**config.mk**
```make
export PLATFORM = sky130hd
export DESIGN_NAME = hub75_bcm_ctrl_flat
export DESIGN_NICKNAME = d
export VERILOG_FILES = /design/src/rtl/hub75_pkg.sv /design/src/rtl/hub75_bcm_ctrl_if.sv /design/src/rtl/hub75_bcm_timer.sv /design/src/rtl/hub75_bcm_ctrl.sv /design/src/flat_wrapper.sv
export SDC_FILE = /design/constraint.sdc
export NUM_CORES = 1
export LEC_CHECK = 0
export ABC_AREA = 1
export BUFFER_PORTS_ARGS = -buffer_cell sky130_fd_sc_hd__buf_2
export CORE_ASPECT_RATIO = 0.9
export CORE_MARGIN = 5
export CORE_UTILIZATION = 58
export DETAILED_ROUTE_END_ITERATION = 12
export MAX_ROUTING_LAYER = met4
export PLACE_DENSITY_LB_ADDON = 0.2
export SYNTH_ARGS = -nofsm -noshare
export SYNTH_HDL_FRONTEND = slang
export SYNTH_SLANG_ARGS = --single-unit
```
**constraint.sdc**
```tcl
create_clock -name clk -period 5.1 [get_ports clk]
set_clock_uncertainty 0.05 [all_clocks]
set_input_delay 1.02 -clock clk [delete_from_list [all_inputs] [get_ports clk]]
set_output_delay 1.02 -clock clk [all_outputs]
set_load 0.1 [all_outputs]
```
**src/rtl/hub75_pkg.sv**
```systemverilog
// Shared types and constants for the HUB75 binary-coded-modulation sequencer.
package hub75_pkg;

    localparam int unsigned LsbLenW = 8;

    typedef enum logic [2:0] {
        StIdle   = 3'd0,
        StShift  = 3'd1,
        StWait   = 3'd2,
        StBlank  = 3'd3,
        StLatch  = 3'd4,
        StPost   = 3'd5,
        StOn     = 3'd6,
        StRowEnd = 3'd7
    } bcm_state_e;

    // On-timer must hold the longest on-time: 255 << (bitdepth-1).
    function automatic int unsigned on_time_width(input int unsigned bitdepth);
        return LsbLenW + bitdepth - 1;
    endfunction

endpackage

```
**src/rtl/hub75_bcm_ctrl_if.sv**
```systemverilog
// Row-request, shifter handshake and PHY-side signals of the BCM sequencer.
interface hub75_bcm_ctrl_if #(
    parameter int unsigned LOG_N_ROWS = 5,
    parameter int unsigned LOG_BD     = 3
);
    logic                  row_go;
    logic [LOG_N_ROWS-1:0] row_addr;
    logic                  row_rdy;
    logic                  shift_go;
    logic [LOG_BD-1:0]     shift_plane;
    logic                  shift_rdy;
    logic                  phy_addr_inc;
    logic                  phy_addr_rst;
    logic [LOG_N_ROWS-1:0] phy_addr;
    logic                  phy_le;
    logic                  phy_blank;

    modport master (
        input  row_go, row_addr, shift_rdy,
        output row_rdy, shift_go, shift_plane,
        output phy_addr_inc, phy_addr_rst, phy_addr, phy_le, phy_blank
    );

    modport slave (
        output row_go, row_addr, shift_rdy,
        input  row_rdy, shift_go, shift_plane,
        input  phy_addr_inc, phy_addr_rst, phy_addr, phy_le, phy_blank
    );

endinterface

```
**src/rtl/hub75_bcm_timer.sv**
```systemverilog
// On-time down-counter: loads max(lsb_len,1) << plane and flags the last and expired cycles.
module hub75_bcm_timer
    import hub75_pkg::*;
#(
    parameter int unsigned BITDEPTH = 8,
    parameter int unsigned LOG_BD   = 3
) (
    input  logic               clk,
    input  logic               rst_n,
    input  logic               load_i,
    input  logic [LsbLenW-1:0] lsb_len_i,
    input  logic [LOG_BD-1:0]  plane_i,
    output logic               last_o,
    output logic               expired_o
);

    localparam int unsigned TW = on_time_width(BITDEPTH);

    logic [TW-1:0]      cnt_q, cnt_d;
    logic [TW-1:0]      load_val;
    logic [LsbLenW-1:0] lsb_eff;
    logic               expired_q;

    always_comb begin
        lsb_eff  = (lsb_len_i == '0) ? LsbLenW'(1) : lsb_len_i;
        load_val = TW'(lsb_eff) << plane_i;
        cnt_d    = cnt_q;
        if (load_i) begin
            cnt_d = load_val;
        end else if (cnt_q != '0) begin
            cnt_d = cnt_q - TW'(1);
        end
    end

    // Expired is registered so it can drive the panel blank line directly.
    always_ff @(posedge clk) begin
        if (!rst_n) begin
            cnt_q     <= '0;
            expired_q <= 1'b1;
        end else begin
            cnt_q     <= cnt_d;
            expired_q <= (cnt_d == '0);
        end
    end

    assign last_o    = (cnt_q <= TW'(1));
    assign expired_o = expired_q;

endmodule

```
**src/rtl/hub75_bcm_ctrl.sv**
```systemverilog
// BCM row sequencer: shifts plane p+1 while plane p is displayed, then latches and unblanks it.
module hub75_bcm_ctrl
    import hub75_pkg::*;
#(
    parameter int unsigned N_ROWS     = 32,
    parameter int unsigned LOG_N_ROWS = 5,
    parameter int unsigned BITDEPTH   = 8,
    parameter int unsigned LOG_BD     = 3
) (
    input  logic               clk,
    input  logic               rst_n,
    input  logic [LsbLenW-1:0] ctrl_lsb_len,
    hub75_bcm_ctrl_if.master   bus
);

    localparam logic [LOG_BD-1:0]     PlaneLast = LOG_BD'(BITDEPTH - 1);
    localparam logic [LOG_N_ROWS-1:0] RowLast   = LOG_N_ROWS'(N_ROWS - 1);

    bcm_state_e            state_q, state_d;
    logic [LOG_N_ROWS-1:0] row_q, row_d;
    logic [LOG_N_ROWS-1:0] addr_q, addr_d;
    logic [LOG_N_ROWS-1:0] addr_succ;
    logic [LOG_BD-1:0]     plane_q, plane_d;
    logic                  shift_seen_q, shift_seen_d;
    logic                  le_q, le_d;
    logic                  addr_inc_q, addr_inc_d;
    logic                  addr_rst_q, addr_rst_d;
    logic                  tmr_load;
    logic                  tmr_last;
    logic                  tmr_expired;

    hub75_bcm_timer #(
        .BITDEPTH (BITDEPTH),
        .LOG_BD   (LOG_BD)
    ) u_timer (
        .clk       (clk),
        .rst_n     (rst_n),
        .load_i    (tmr_load),
        .lsb_len_i (ctrl_lsb_len),
        .plane_i   (plane_q),
        .last_o    (tmr_last),
        .expired_o (tmr_expired)
    );

    assign addr_succ = (addr_q == RowLast) ? '0 : addr_q + LOG_N_ROWS'(1);

    always_comb begin
        state_d      = state_q;
        row_d        = row_q;
        plane_d      = plane_q;
        shift_seen_d = shift_seen_q;
        addr_d       = addr_q;
        le_d         = 1'b0;
        addr_inc_d   = 1'b0;
        addr_rst_d   = 1'b0;
        tmr_load     = 1'b0;
        unique case (state_q)
            StIdle: begin
                if (bus.row_go) begin
                    row_d        = bus.row_addr;
                    plane_d      = '0;
                    shift_seen_d = 1'b0;
                    state_d      = StShift;
                end
            end
            StShift: begin
                shift_seen_d = bus.shift_rdy;
                state_d      = StWait;
            end
            StWait: begin
                // Leave on the last lit cycle so the blank gap is exactly BLANK/LATCH/POST.
                if ((shift_seen_q || bus.shift_rdy) && tmr_last) begin
                    state_d = StBlank;
                end else if (bus.shift_rdy) begin
                    shift_seen_d = 1'b1;
                end
            end
            StBlank: begin
                le_d       = 1'b1;
                addr_d     = row_q;
                addr_inc_d = (row_q == addr_succ) && (row_q != addr_q);
                addr_rst_d = (row_q == '0) && (addr_q != '0);
                state_d    = StLatch;
            end
            StLatch: begin
                state_d = StPost;
            end
            StPost: begin
                tmr_load = 1'b1;
                state_d  = StOn;
            end
            StOn: begin
                if (plane_q != PlaneLast) begin
                    plane_d      = plane_q + LOG_BD'(1);
                    shift_seen_d = 1'b0;
                    state_d      = StShift;
                end else begin
                    state_d = StRowEnd;
                end
            end
            StRowEnd: begin
                if (bus.row_go) begin
                    row_d        = bus.row_addr;
                    plane_d      = '0;
                    shift_seen_d = 1'b0;
                    state_d      = StShift;
                end else if (tmr_last) begin
                    state_d = StIdle;
                end
            end
            default: begin
                state_d = StIdle;
            end
        endcase
    end

    always_ff @(posedge clk) begin
        if (!rst_n) begin
            state_q      <= StIdle;
            row_q        <= '0;
            addr_q       <= '0;
            plane_q      <= '0;
            shift_seen_q <= 1'b0;
            le_q         <= 1'b0;
            addr_inc_q   <= 1'b0;
            addr_rst_q   <= 1'b0;
        end else begin
            state_q      <= state_d;
            row_q        <= row_d;
            addr_q       <= addr_d;
            plane_q      <= plane_d;
            shift_seen_q <= shift_seen_d;
            le_q         <= le_d;
            addr_inc_q   <= addr_inc_d;
            addr_rst_q   <= addr_rst_d;
        end
    end

    assign bus.row_rdy      = (state_q == StIdle) || (state_q == StRowEnd);
    assign bus.shift_go     = (state_q == StShift);
    assign bus.shift_plane  = plane_q;
    assign bus.phy_le       = le_q;
    assign bus.phy_addr     = addr_q;
    assign bus.phy_addr_inc = addr_inc_q;
    assign bus.phy_addr_rst = addr_rst_q;
    assign bus.phy_blank    = tmr_expired;

endmodule
```
**src/flat_wrapper.sv**
```systemverilog
// flat-port wrapper written by rule: the top's interface ports become plain ports
module hub75_bcm_ctrl_flat import hub75_pkg::*;
#(
    parameter int unsigned N_ROWS     = 32,
    parameter int unsigned LOG_N_ROWS = 5,
    parameter int unsigned BITDEPTH   = 8,
    parameter int unsigned LOG_BD     = 3
)
  (clk, rst_n, ctrl_lsb_len, bus_row_go, bus_row_addr, bus_shift_rdy, bus_row_rdy, bus_shift_go, bus_shift_plane, bus_phy_addr_inc, bus_phy_addr_rst, bus_phy_addr, bus_phy_le, bus_phy_blank);
  hub75_bcm_ctrl_if #(.LOG_N_ROWS(LOG_N_ROWS), .LOG_BD(LOG_BD)) bus_i ();
  input  logic clk;
  input  logic rst_n;
  input  logic [LsbLenW-1:0] ctrl_lsb_len;
  input wire logic [$bits(bus_i.row_go)-1:0] bus_row_go;
  input wire logic [$bits(bus_i.row_addr)-1:0] bus_row_addr;
  input wire logic [$bits(bus_i.shift_rdy)-1:0] bus_shift_rdy;
  output wire logic [$bits(bus_i.row_rdy)-1:0] bus_row_rdy;
  output wire logic [$bits(bus_i.shift_go)-1:0] bus_shift_go;
  output wire logic [$bits(bus_i.shift_plane)-1:0] bus_shift_plane;
  output wire logic [$bits(bus_i.phy_addr_inc)-1:0] bus_phy_addr_inc;
  output wire logic [$bits(bus_i.phy_addr_rst)-1:0] bus_phy_addr_rst;
  output wire logic [$bits(bus_i.phy_addr)-1:0] bus_phy_addr;
  output wire logic [$bits(bus_i.phy_le)-1:0] bus_phy_le;
  output wire logic [$bits(bus_i.phy_blank)-1:0] bus_phy_blank;
  assign bus_i.row_go = bus_row_go;
  assign bus_i.row_addr = bus_row_addr;
  assign bus_i.shift_rdy = bus_shift_rdy;
  assign bus_row_rdy = bus_i.row_rdy;
  assign bus_shift_go = bus_i.shift_go;
  assign bus_shift_plane = bus_i.shift_plane;
  assign bus_phy_addr_inc = bus_i.phy_addr_inc;
  assign bus_phy_addr_rst = bus_i.phy_addr_rst;
  assign bus_phy_addr = bus_i.phy_addr;
  assign bus_phy_le = bus_i.phy_le;
  assign bus_phy_blank = bus_i.phy_blank;
  hub75_bcm_ctrl #(.N_ROWS(N_ROWS), .LOG_N_ROWS(LOG_N_ROWS), .BITDEPTH(BITDEPTH), .LOG_BD(LOG_BD)) u_core (.clk(clk), .rst_n(rst_n), .ctrl_lsb_len(ctrl_lsb_len), .bus(bus_i));
endmodule
```
==> reports/results.ini, run 1 <==
[placement]
place_ws_ns = 2.509
port-buffer-count = 30
place.gp.congestion = 0.9924
dp_hpwl_um = 4728
placed_area_um2 = 2741

[cts]
clock_latency_ns = 0.29
cts_resized = 0
root_buffer = clkbuf_8
clk_pin_slew_ns = 0.08
tritoncts = yes
clkSinkCount = 36
htreeDepth = 2
cts_buffers = 5
postCtsSetupRepairBufs = 0
cts.path.max_buffers = 2
cts.hold.buffers_added = 0

[sta]
layout_setup_ws_ns = 2.468
hold_violations = 0
fmax_ghz = 0.3799
relSlewSlack_pct = 61.72
worst_slew_pin_slew_ns = 0.5711
drv_slew = 0
rsz0062_at_grt = false
fin_crit_ns = 2.632
setup_viol = 0
finalSetupTns_ns = 0
fin_crit_sh_pct = 51.62

[floorplanning]
die_y_um = 73.03
die_area_um2 = 5844
fp.coreArea_um2 = 4374
io-pin-count = 31
start_util_pct = 58.52
die-width_um = 80.03
row_count = 23

[setup_path]
crit_path_end_kind = output pin
rr_worst_depth = 12
crit_path_end = bus_row_rdy
rr_endpoint = u_core.u_timer.expired_o
r2r_start = u_core.u_timer.cnt_q[0]
r2r_setup_slack_ns = 3.07
startpoint = u_core.state_q[2]
cp.required_ns = 4.03
crit_type = flip-flop to output pin
startpoint_type = flip-flop
arrival_ns = 1.56
cp_max_fo = 6

[min_path]
hold_path_class = flip-flop to flip-flop
hp-start = u_core.shift_seen_q

[detailed_routing]
detail-route-antenna-nets = 0
routedWlPerCell_um = 12.19
vias_per_cell = 5.201
drc_errors = 0
vias = 2616
first_pass_iters = 5
dr.first_iter.drc_count = 268
wirelength_um = 6132

[synthesis]
synth_xor_area_share_pct = 3.421
yosysWarnings = 0
netlist_top_cells_count = 106 x nand2_1, 59 x nor2_1, 45 x inv_1, 36 x dfxtp_1, 30 x o21ai_0
yosysUniqueCellTypes = 39
synthAdderAreaFrac_pct = 3.910
yosysTopAreaCell = dfxtp_1
ys_seq_area_share_pct = 28.15
yosys.area_share.simple_pct = 38.66
ys_async_sr_fraction_pct = 0
synth_top_area_share_pct = 28.15
synthMuxAreaShare_pct = 0
synth_nets = 436
synth_ff_type = dfxtp_1
netlist_top_cells_area = dfxtp_1 28%, nand2_1 16%, nor2_1 8.7%, inv_1 6.6%, o21ai_0 5.9%
yosysMostFrequentCell = nand2_1
synth_top_family_by_area = simple AND/OR/NAND/NOR gates
synth_compound_area_share_pct = 15.98
syn_inst = 411
syn_area_per_cell_um2 = 6.229
netlist_area_um2 = 2560
synth_seq_cells = 36
synth_edf_count = 0

[final_layout]
fin_util_pct = 65.13
area_growth_syn_to_layout_pct = 11.29
fin_nets = 465
fin_area_um2 = 2849
antenna_cells = 0
drive_gt1_share_pct = 13.61

[power_and_ir_drop]
p_leak_nw = 1.413
ir_drop_v = 0.0005155
powerDensity_nw_per_um2 = 704.6

[run]
drv_cap = 0

[outcome]
status = complete, no violations

[global_route]
grt_pass1_wl_um = 10450
antenna_found_initial = 0
first_global_vias = 2282
grt_usage_pct = 23.21
grt_max_degree = 19
grt-ovfl-total = 0

[how the worst min path moves through the flow]
stage                                      to  depth (start not counted)
after floorplan           u_core.shift_seen_q                          2
after global routing      u_core.shift_seen_q                          2
after CTS                 u_core.shift_seen_q                          2
final                     u_core.shift_seen_q                          2
after global placement    u_core.shift_seen_q                          2
after detailed placement  u_core.shift_seen_q                          2
[metal layers]
layer / part of all wire, % / wire length [µm] / vias to the layer above / GRT usage [%]
met2: 43 / 2661 / 98 / 34.10
met3: 7.0 / 431 / 6 / 5.309
met4: 0.80 / 49 / 0 / 7.317
met5: 0 / 0 / - / -
met1: 49 / 2989 / 1128 / 31.62
li1: - / - / 1384 / -
[kinds of logic after synthesis]
group | count (synthesis)
and+or+nand+nor | 222
AOI/OAI and AO/OA | 72
buffers and inverters | 63
DFF | 36
xor gates and xnor gates | 10
adders and majority gates | 8
[area by class of cell]
type,instances,area (µm²)
timing repair buffer,30,150.1
multi-input combinational,312,1587
sequential,36,720.7
fill,432,1525
clock buffer,6,72.57
tap,62,77.57
inverter,55,206.4
clock inverter,2,35.03
[power by group]
group | switching, mW | internal, mW
clock | 0.104 | 0.145
sequential | 0.0998 | 0.370
combinational | 0.903 | 0.385
total | 1.11 | 0.900
[layout by cell type, fill, tap and decap left out, drive strengths merged, types with 5 or more instances in the layout]
| cell | instances |
|---|---|
| ha | 8 |
| o21ai | 35 |
| clkbuf | 6 |
| nand2 | 109 |
| nand3b | 5 |
| buf | 30 |
| nand4 | 5 |
| a21oi | 25 |
| xor2 | 7 |
| inv | 52 |
| nand3 | 30 |
| dfxtp | 36 |
| nor2 | 65 |
[sequential cells by signal, summed over array words and instances, names as in the netlist]
name and flops:
u_core.u_timer.cnt_q 15, u_core.bus.phy_addr_rst 1, u_core.bus.phy_le 1, u_core.bus.shift_plane 3, u_core.row_q 5, u_core.u_timer.expired_o 1
u_core.bus.phy_addr 5, u_core.shift_seen_q 1, u_core.bus.phy_addr_inc 1, u_core.state_q 3
[worst max-delay path, stage by stage, from the launching register on]
cell	delay, ns
dfxtp_1	0.47
nand2_1	0.11
clkinv_1	0.08
nand2_1	0.08
nand2_4	0.10
buf_2	0.43
[stage by stage]
stage | power [mW] | hold WS, ns | cells
after floorplan | 1.512 | 0.3706 | 411
after global placement | 1.725 | 0.3840 | 495
after detailed placement | 1.739 | 0.3900 | 495
after CTS | 1.995 | 0.4034 | 503
after global routing | 2.189 | 0.4229 | 503
final | 2.007 | 0.4045 | 503
(Power assumes the default switching activity.)
==> inputs of run 2 (changes only) <==
--- a/config.mk
+++ b/config.mk
@@ -5,7 +5,7 @@
 export SDC_FILE = /design/constraint.sdc
 export NUM_CORES = 1
 export LEC_CHECK = 0
-export ABC_AREA = 1
+export ABC_AREA = 0
 export BUFFER_PORTS_ARGS = -buffer_cell sky130_fd_sc_hd__buf_2
 export CORE_ASPECT_RATIO = 0.9
 export CORE_MARGIN = 5
==> constraint.sdc (replaced) <==
create_clock -name clk -period 2.75 [get_ports clk]
set_clock_uncertainty 0.05 [all_clocks]
set_input_delay 0.55 -clock clk [delete_from_list [all_inputs] [get_ports clk]]
set_output_delay 0.55 -clock clk [all_outputs]
set_load 0.1 [all_outputs]
==> run 2 against run 1 <==
Sequential share of layout area up 0.54 points; worst setup slack worse by 2.3 ns; critical path depth down 1; clock power up 100%; largest cell class unchanged; via count down 9.0%; cell area down 1.9%; first-iteration DRC count down 25%; sequential power up 67%; cell count down 24%; highest routed layer unchanged; utilization up 3.0 points; combinational power up 19%; critical endpoint unchanged; area after synthesis down 3.6%; critical path type unchanged.
==> reports/results.ini, run 2 <==
[synthesis]
yosysMostFrequentCell = dfxtp_1
yosysUniqueCellTypes = 62  ; +59%
synth_nets = 329  ; -25%
yosysTopAreaCell = dfxtp_1
yosysWarnings = 0  ; unchanged
synth_edf_count = 0  ; unchanged
netlist_area_um2 = 2467  ; -3.6%
ys_seq_area_share_pct = 29.21  ; +1.1 points
ys_async_sr_fraction_pct = 0  ; unchanged
netlist_top_cells_count = 36 x dfxtp_1, 26 x a21oi_1, 25 x nand2_1, 23 x nor2_1, 17 x o21ai_0
syn_inst = 304  ; -26%
synth_top_area_share_pct = 29.21  ; +1.1 points
synth_seq_cells = 36  ; unchanged
synth_ff_type = dfxtp_1
syn_area_per_cell_um2 = 8.116  ; +30%
netlist_top_cells_area = dfxtp_1 29%, mux2i_1 5.7%, a21oi_1 5.3%, ha_1 4.1%, nand2_1 3.8%

[final_layout]
area_growth_syn_to_layout_pct = 13.24
antenna_cells = 0  ; unchanged
fin_util_pct = 68.12  ; +3.0 points
final_common_cell = dfxtp_1
final_cell_mix = 35 x dfxtp_1, 30 x buf_2, 26 x a21oi_1
fin_nets = 358  ; -23%
top_register = u_core.u_timer.cnt_q
nFillCells = 347  ; -20%
largest_reg_flops = 15  ; unchanged
drive_gt1_share_pct = 20.06  ; +6.5 points

[cts]
cts.hold.buffers_added = 0  ; unchanged
cts_resized = 0  ; unchanged
cts.path.max_buffers = 2  ; unchanged
tritoncts = yes
root_buffer = clkbuf_8
cts_buffers = 5  ; unchanged
clock_latency_ns = 0.28  ; about the same
postCtsSetupRepairBufs = 0  ; unchanged
clk_pin_slew_ns = 0.07  ; about the same
htreeDepth = 2  ; unchanged
clkSinkCount = 36  ; unchanged

[global_route]
grt_max_degree = 23  ; +4
first_global_vias = 2123  ; -7.0%
antenna_found_initial = 0  ; unchanged
grt-ovfl-total = 0  ; unchanged
grt_usage_pct = 22.98  ; -0.23 points
grt_pass1_wl_um = 10270  ; -1.7%

[sta]
relSlewSlack_pct = 61.65  ; -0.072 points
fin_crit_ns = 2.533
worst_slew_pin_slew_ns = 0.5732  ; +0.002074 ns
layout_setup_ws_ns = 0.2173  ; -2.250 ns
setup_viol = 0  ; unchanged
drv_slew = 0  ; unchanged
finalSetupTns_ns = 0  ; unchanged
hold_violations = 0  ; unchanged
fin_crit_sh_pct = 92.10
rsz0062_at_grt = false
fmax_ghz = 0.3948

[detailed_routing]
vias_per_cell = 6.230  ; +20%
dr.first_iter.drc_count = 200  ; -25%
routedWlPerCell_um = 15.87  ; +30%
wl_met3_um = 410  ; -4.9%
first_pass_iters = 5  ; unchanged
maxUsedRoutingLayer = met4
wl_met2_um = 2740  ; +3.0%
wirelength_um = 6064  ; -1.1%
drc_errors = 0  ; unchanged
met1_length_um = 2837  ; -5.1%
detail-route-antenna-nets = 0  ; unchanged
vias = 2380  ; -9.0%

[power_and_ir_drop]
ir_drop_v = 0.0004268  ; -17%
p_total_mw = 2.821  ; +41%
p_leak_nw = 1.084  ; -23%
powerDensity_nw_per_um2 = 1010  ; +43%

[placement]
place.gp.congestion = 0.8965  ; -9.7%
dp_hpwl_um = 4579  ; -3.2%
place_ws_ns = 0.2956  ; -2.214 ns
port-buffer-count = 30  ; unchanged

[floorplanning]
io-pin-count = 31  ; unchanged
row_count = 22  ; -4.3%
fp.coreArea_um2 = 4101  ; -6.2%
start_util_pct = 60.16  ; +1.6 points
die_y_um = 71.88  ; -1.6%
die-width_um = 78.75  ; -1.6%
die_area_um2 = 5660  ; -3.1%

[setup_path]
arrival_ns = 1.93  ; +0.37 ns
crit_path_end_kind = output pin
crit_type = flip-flop to output pin
r2r_setup_slack_ns = 0.24  ; -2.83 ns
cp_max_fo = 11  ; +5
startpoint_type = flip-flop
cp.required_ns = 2.15  ; -1.88 ns

[outcome]
status = complete, no violations

[min_path]
hold_path_class = primary input to flip-flop

[run]
drv_cap = 0  ; unchanged

## run 2: metal layers
| layer | vias to the layer above | global-route usage, % |
|---|---|---|
| met5 | - | - |
| met4 | 0 | 6.019 |
| met3 | 8 | 3.141 |
| met2 | 88 | 34.59 |
| met1 | 1111 | 32.36 |
| li1 | 1173 | - |
## run 2: cell type report
type,instances,area (µm²),area share (%)
inverters,12,45.04,1.612
flip-flops and latches,36,721.9,25.84
repair buffers,39,217.7,7.792
multi-input cells,239,1623,58.08
well taps,48,60.06,2.150
clock inverters,1,30.03,1.075
clock buffers,7,96.34,3.448
## run 2: path summary, 6_finish.rpt
| check | start | to | depth (start not counted) |
|---|---|---|---|
| setup / recovery | u_core.state_q[2] | bus_row_rdy | 4 |
| hold / removal | bus_row_addr[0] | u_core.row_q[0] | 3 |
| setup reg to reg | u_core.u_timer.cnt_q[0] | u_core.u_timer.expired_o | 9 |
| hold reg to reg | u_core.shift_seen_q | u_core.shift_seen_q | 2 |
## run 2: worst max-delay path: stages, from the launching register on
cell	delay, ns
dfxtp_1	0.53
buf_4	0.25
nand3_1	0.13
nand2_1	0.26
buf_2	0.49
## run 2: cell families (layout without fill, tap and decap cells)
family | after synthesis | count (layout) | share of synthesized area (%)
and+or+nand+nor | 121 | 121 | 27.43
DFF | 36 | 36 | 29.21
xor gates and xnor gates | 12 | 12 | 4.260
adders and majority gates | 8 | 8 | 4.057
buffers and inverters | 29 | 59 | 5.223
muxes | 19 | 19 | 8.975
AOI/OAI and AO/OA | 79 | 79 | 20.84
## run 2: power breakdown
part | switching (mW) | total, mW | internal, mW
clock | 0.186 | 0.506 | 0.320
sequential | 0.146 | 0.786 | 0.640
combinational | 0.855 | 1.53 | 0.674
total | 1.19 | 2.82 | 1.63
## run 2: metrics by stage
stage / hold WS (ns) / cells / cell area, µm²
after global placement: 0.4340 / 374 / 2668
after global routing: 0.4597 / 382 / 2794
after floorplan: 0.4143 / 304 / 2474
after detailed placement: 0.4463 / 374 / 2668
final: 0.4563 / 382 / 2794
after CTS: 0.4561 / 382 / 2794
==> inputs of run 3 (changes only) <==
--- a/config.mk
+++ b/config.mk
@@ -9,8 +9,9 @@
 export BUFFER_PORTS_ARGS = -buffer_cell sky130_fd_sc_hd__buf_2
 export CORE_ASPECT_RATIO = 0.9
 export CORE_MARGIN = 5
-export CORE_UTILIZATION = 58
+export CORE_UTILIZATION = 40
 export DETAILED_ROUTE_END_ITERATION = 12
+export GPL_TIMING_DRIVEN = 0
 export MAX_ROUTING_LAYER = met4
 export PLACE_DENSITY_LB_ADDON = 0.2
 export SYNTH_ARGS = -nofsm -noshare
==> run 3 against run 2 <==
Via count decreased by 2.3%; largest power group unchanged; hold slack got worse by 0.0066 ns; sequential power decreased by 2%; highest routed layer unchanged; clock power decreased by 7.1%; critical path depth unchanged; cell area increased by 1.7%; wire length increased by 0.33%.
==> reports/results.ini, run 3 (synthesized netlist as in run 2, its figures left out) <==
[placement]
port-buffer-count = 29  ; -3.3%
place.gp.congestion = 0.8215  ; -8.4%
place_ws_ns = 0.08729  ; -0.2083 ns
dp_cells = 405  ; +8.3%
placed_area_um2 = 2709  ; +1.5%
dp_hpwl_um = 4658  ; +1.7%

[global_route]
antenna_found_initial = 0  ; unchanged
grt_pass1_wl_um = 10530  ; +2.6%
grt_max_degree = 12  ; -48%
grt-ovfl-total = 0  ; unchanged
first_global_vias = 2213  ; +4.2%
grt_usage_pct = 16.73  ; -6.3 points

[run]
drv_cap = 0  ; unchanged

[power_and_ir_drop]
p_total_mw = 2.751  ; -2.5%
p_leak_nw = 1.076  ; -0.70%
powerDensity_nw_per_um2 = 967.9  ; -4.1%
ir_drop_v = 0.0003312  ; -22%

[sta]
layout_setup_ws_ns = 0.2007  ; -0.01660 ns
finalSetupTns_ns = 0  ; unchanged
fin_hold_ws_ns = 0.4497  ; -0.006553 ns
rsz0062_at_grt = false
setup_viol = 0  ; unchanged
drv_slew = 0  ; unchanged
hold_violations = 0  ; unchanged
fmax_ghz = 0.3923  ; -0.65%
fin_crit_ns = 2.549  ; +0.01660 ns
relSlewSlack_pct = 60.34  ; -1.3 points
worst_slew_pin_slew_ns = 0.5948  ; +0.02167 ns
fin_crit_sh_pct = 92.70  ; +0.60 points

[final_layout]
final_cell_mix = 35 x dfxtp_1, 30 x buf_2, 26 x a21oi_1
final_common_cell = dfxtp_1
drive_gt1_share_pct = 18.66  ; -1.4 points
fin_area_um2 = 2843  ; +1.7%
largest_reg_flops = 15  ; unchanged
fin_util_pct = 47.01  ; -21 points
area_growth_syn_to_layout_pct = 15.21
top_register = u_core.u_timer.cnt_q
antenna_cells = 0  ; unchanged
fin_nets = 367  ; +2.5%
instances_no_fill = 415  ; +8.6%

[cts]
clkSinkCount = 36  ; unchanged
cts.hold.buffers_added = 0  ; unchanged
clock_latency_ns = 0.28  ; about the same
root_buffer = clkbuf_8
tritoncts = yes
cts.path.max_buffers = 2  ; unchanged
clk_pin_slew_ns = 0.08  ; about the same
cts_buffers = 5  ; unchanged
htreeDepth = 2  ; unchanged

[floorplanning]
fp.coreArea_um2 = 6047  ; +47%
io-pin-count = 31  ; unchanged
die_area_um2 = 7841  ; +39%
row_count = 27  ; +23%
die-width_um = 92.79  ; +18%
start_util_pct = 40.80  ; -19 points
die_y_um = 84.51  ; +18%

[min_path]
hold_path_class = flip-flop to flip-flop
hp-start = u_core.shift_seen_q
holdPathStages = 2  ; -1

[detailed_routing]
vias_per_cell = 5.605  ; -10%
routedWlPerCell_um = 14.66  ; -7.6%
detail-route-antenna-nets = 0  ; unchanged
drc_errors = 0  ; unchanged
vias = 2326  ; -2.3%
dr.first_iter.drc_count = 159  ; -21%
first_pass_iters = 4  ; -1
wirelength_um = 6084  ; +0.33%

[setup_path]
crit_path_end_kind = output pin
startpoint_type = flip-flop
startpoint = u_core.state_q[1]
rr_worst_depth = 6  ; -3
r2r_start = u_core.bus.shift_plane[0]
arrival_ns = 1.95  ; +0.02 ns
crit_path_top_delay_cell = buf_2
cp.required_ns = 2.15  ; about the same
critPathMaxStageDelay_ns = 0.49  ; -0.04 ns
crit_type = flip-flop to output pin
crit_chain = clkbuf_1 -> nand3_1 -> nand2_1 -> buf_2
cp_max_fo = 10  ; -1

[outcome]
status = complete, no violations

==> run 3: where the power goes <==
| part | switching [mW] | internal (mW) |
|---|---|---|
| Clock | 0.201 | 0.269 |
| Combinational | 0.854 | 0.655 |
| Sequential | 0.132 | 0.640 |
==> run 3: critical path, delay by kind of cell (launching register included) <==
kind / cells / cell delay, ns
buf+inv: 2 / 0.83
flops: 1 / 0.37
simple gates: 2 / 0.47
==> run 3: layer usage <==
metal	part of all wire (%)	global-route usage (%)
met1	52	25.18
met5	0	-
met2	42	22.96
met4	0.56	3.595
met3	5.3	3.136
==> run 3: final cells by class <==
class | count | area (µm²)
plain buffers | 17 | 83.83
clock buffers | 6 | 72.57
clock inverters | 2 | 35.03
fillers | 619 | 3204
inverters | 12 | 45.04
multi-input cells | 239 | 1634
flip-flops and latches | 36 | 721.9
well taps | 72 | 90.09
repair buffers | 31 | 160.2
==> run 3: final timing paths <==
path                              endpoint  slack [ns]
setup / recovery               bus_row_rdy        0.20
hold / removal         u_core.shift_seen_q        0.45
setup reg to reg  u_core.u_timer.expired_o        0.23
hold reg to reg        u_core.shift_seen_q        0.45
==> run 3: repair_timing <==
item,CTS,global route
buffers inserted,0,2
gates resized for setup,0,2
endpoints found under the setup margin,0,1
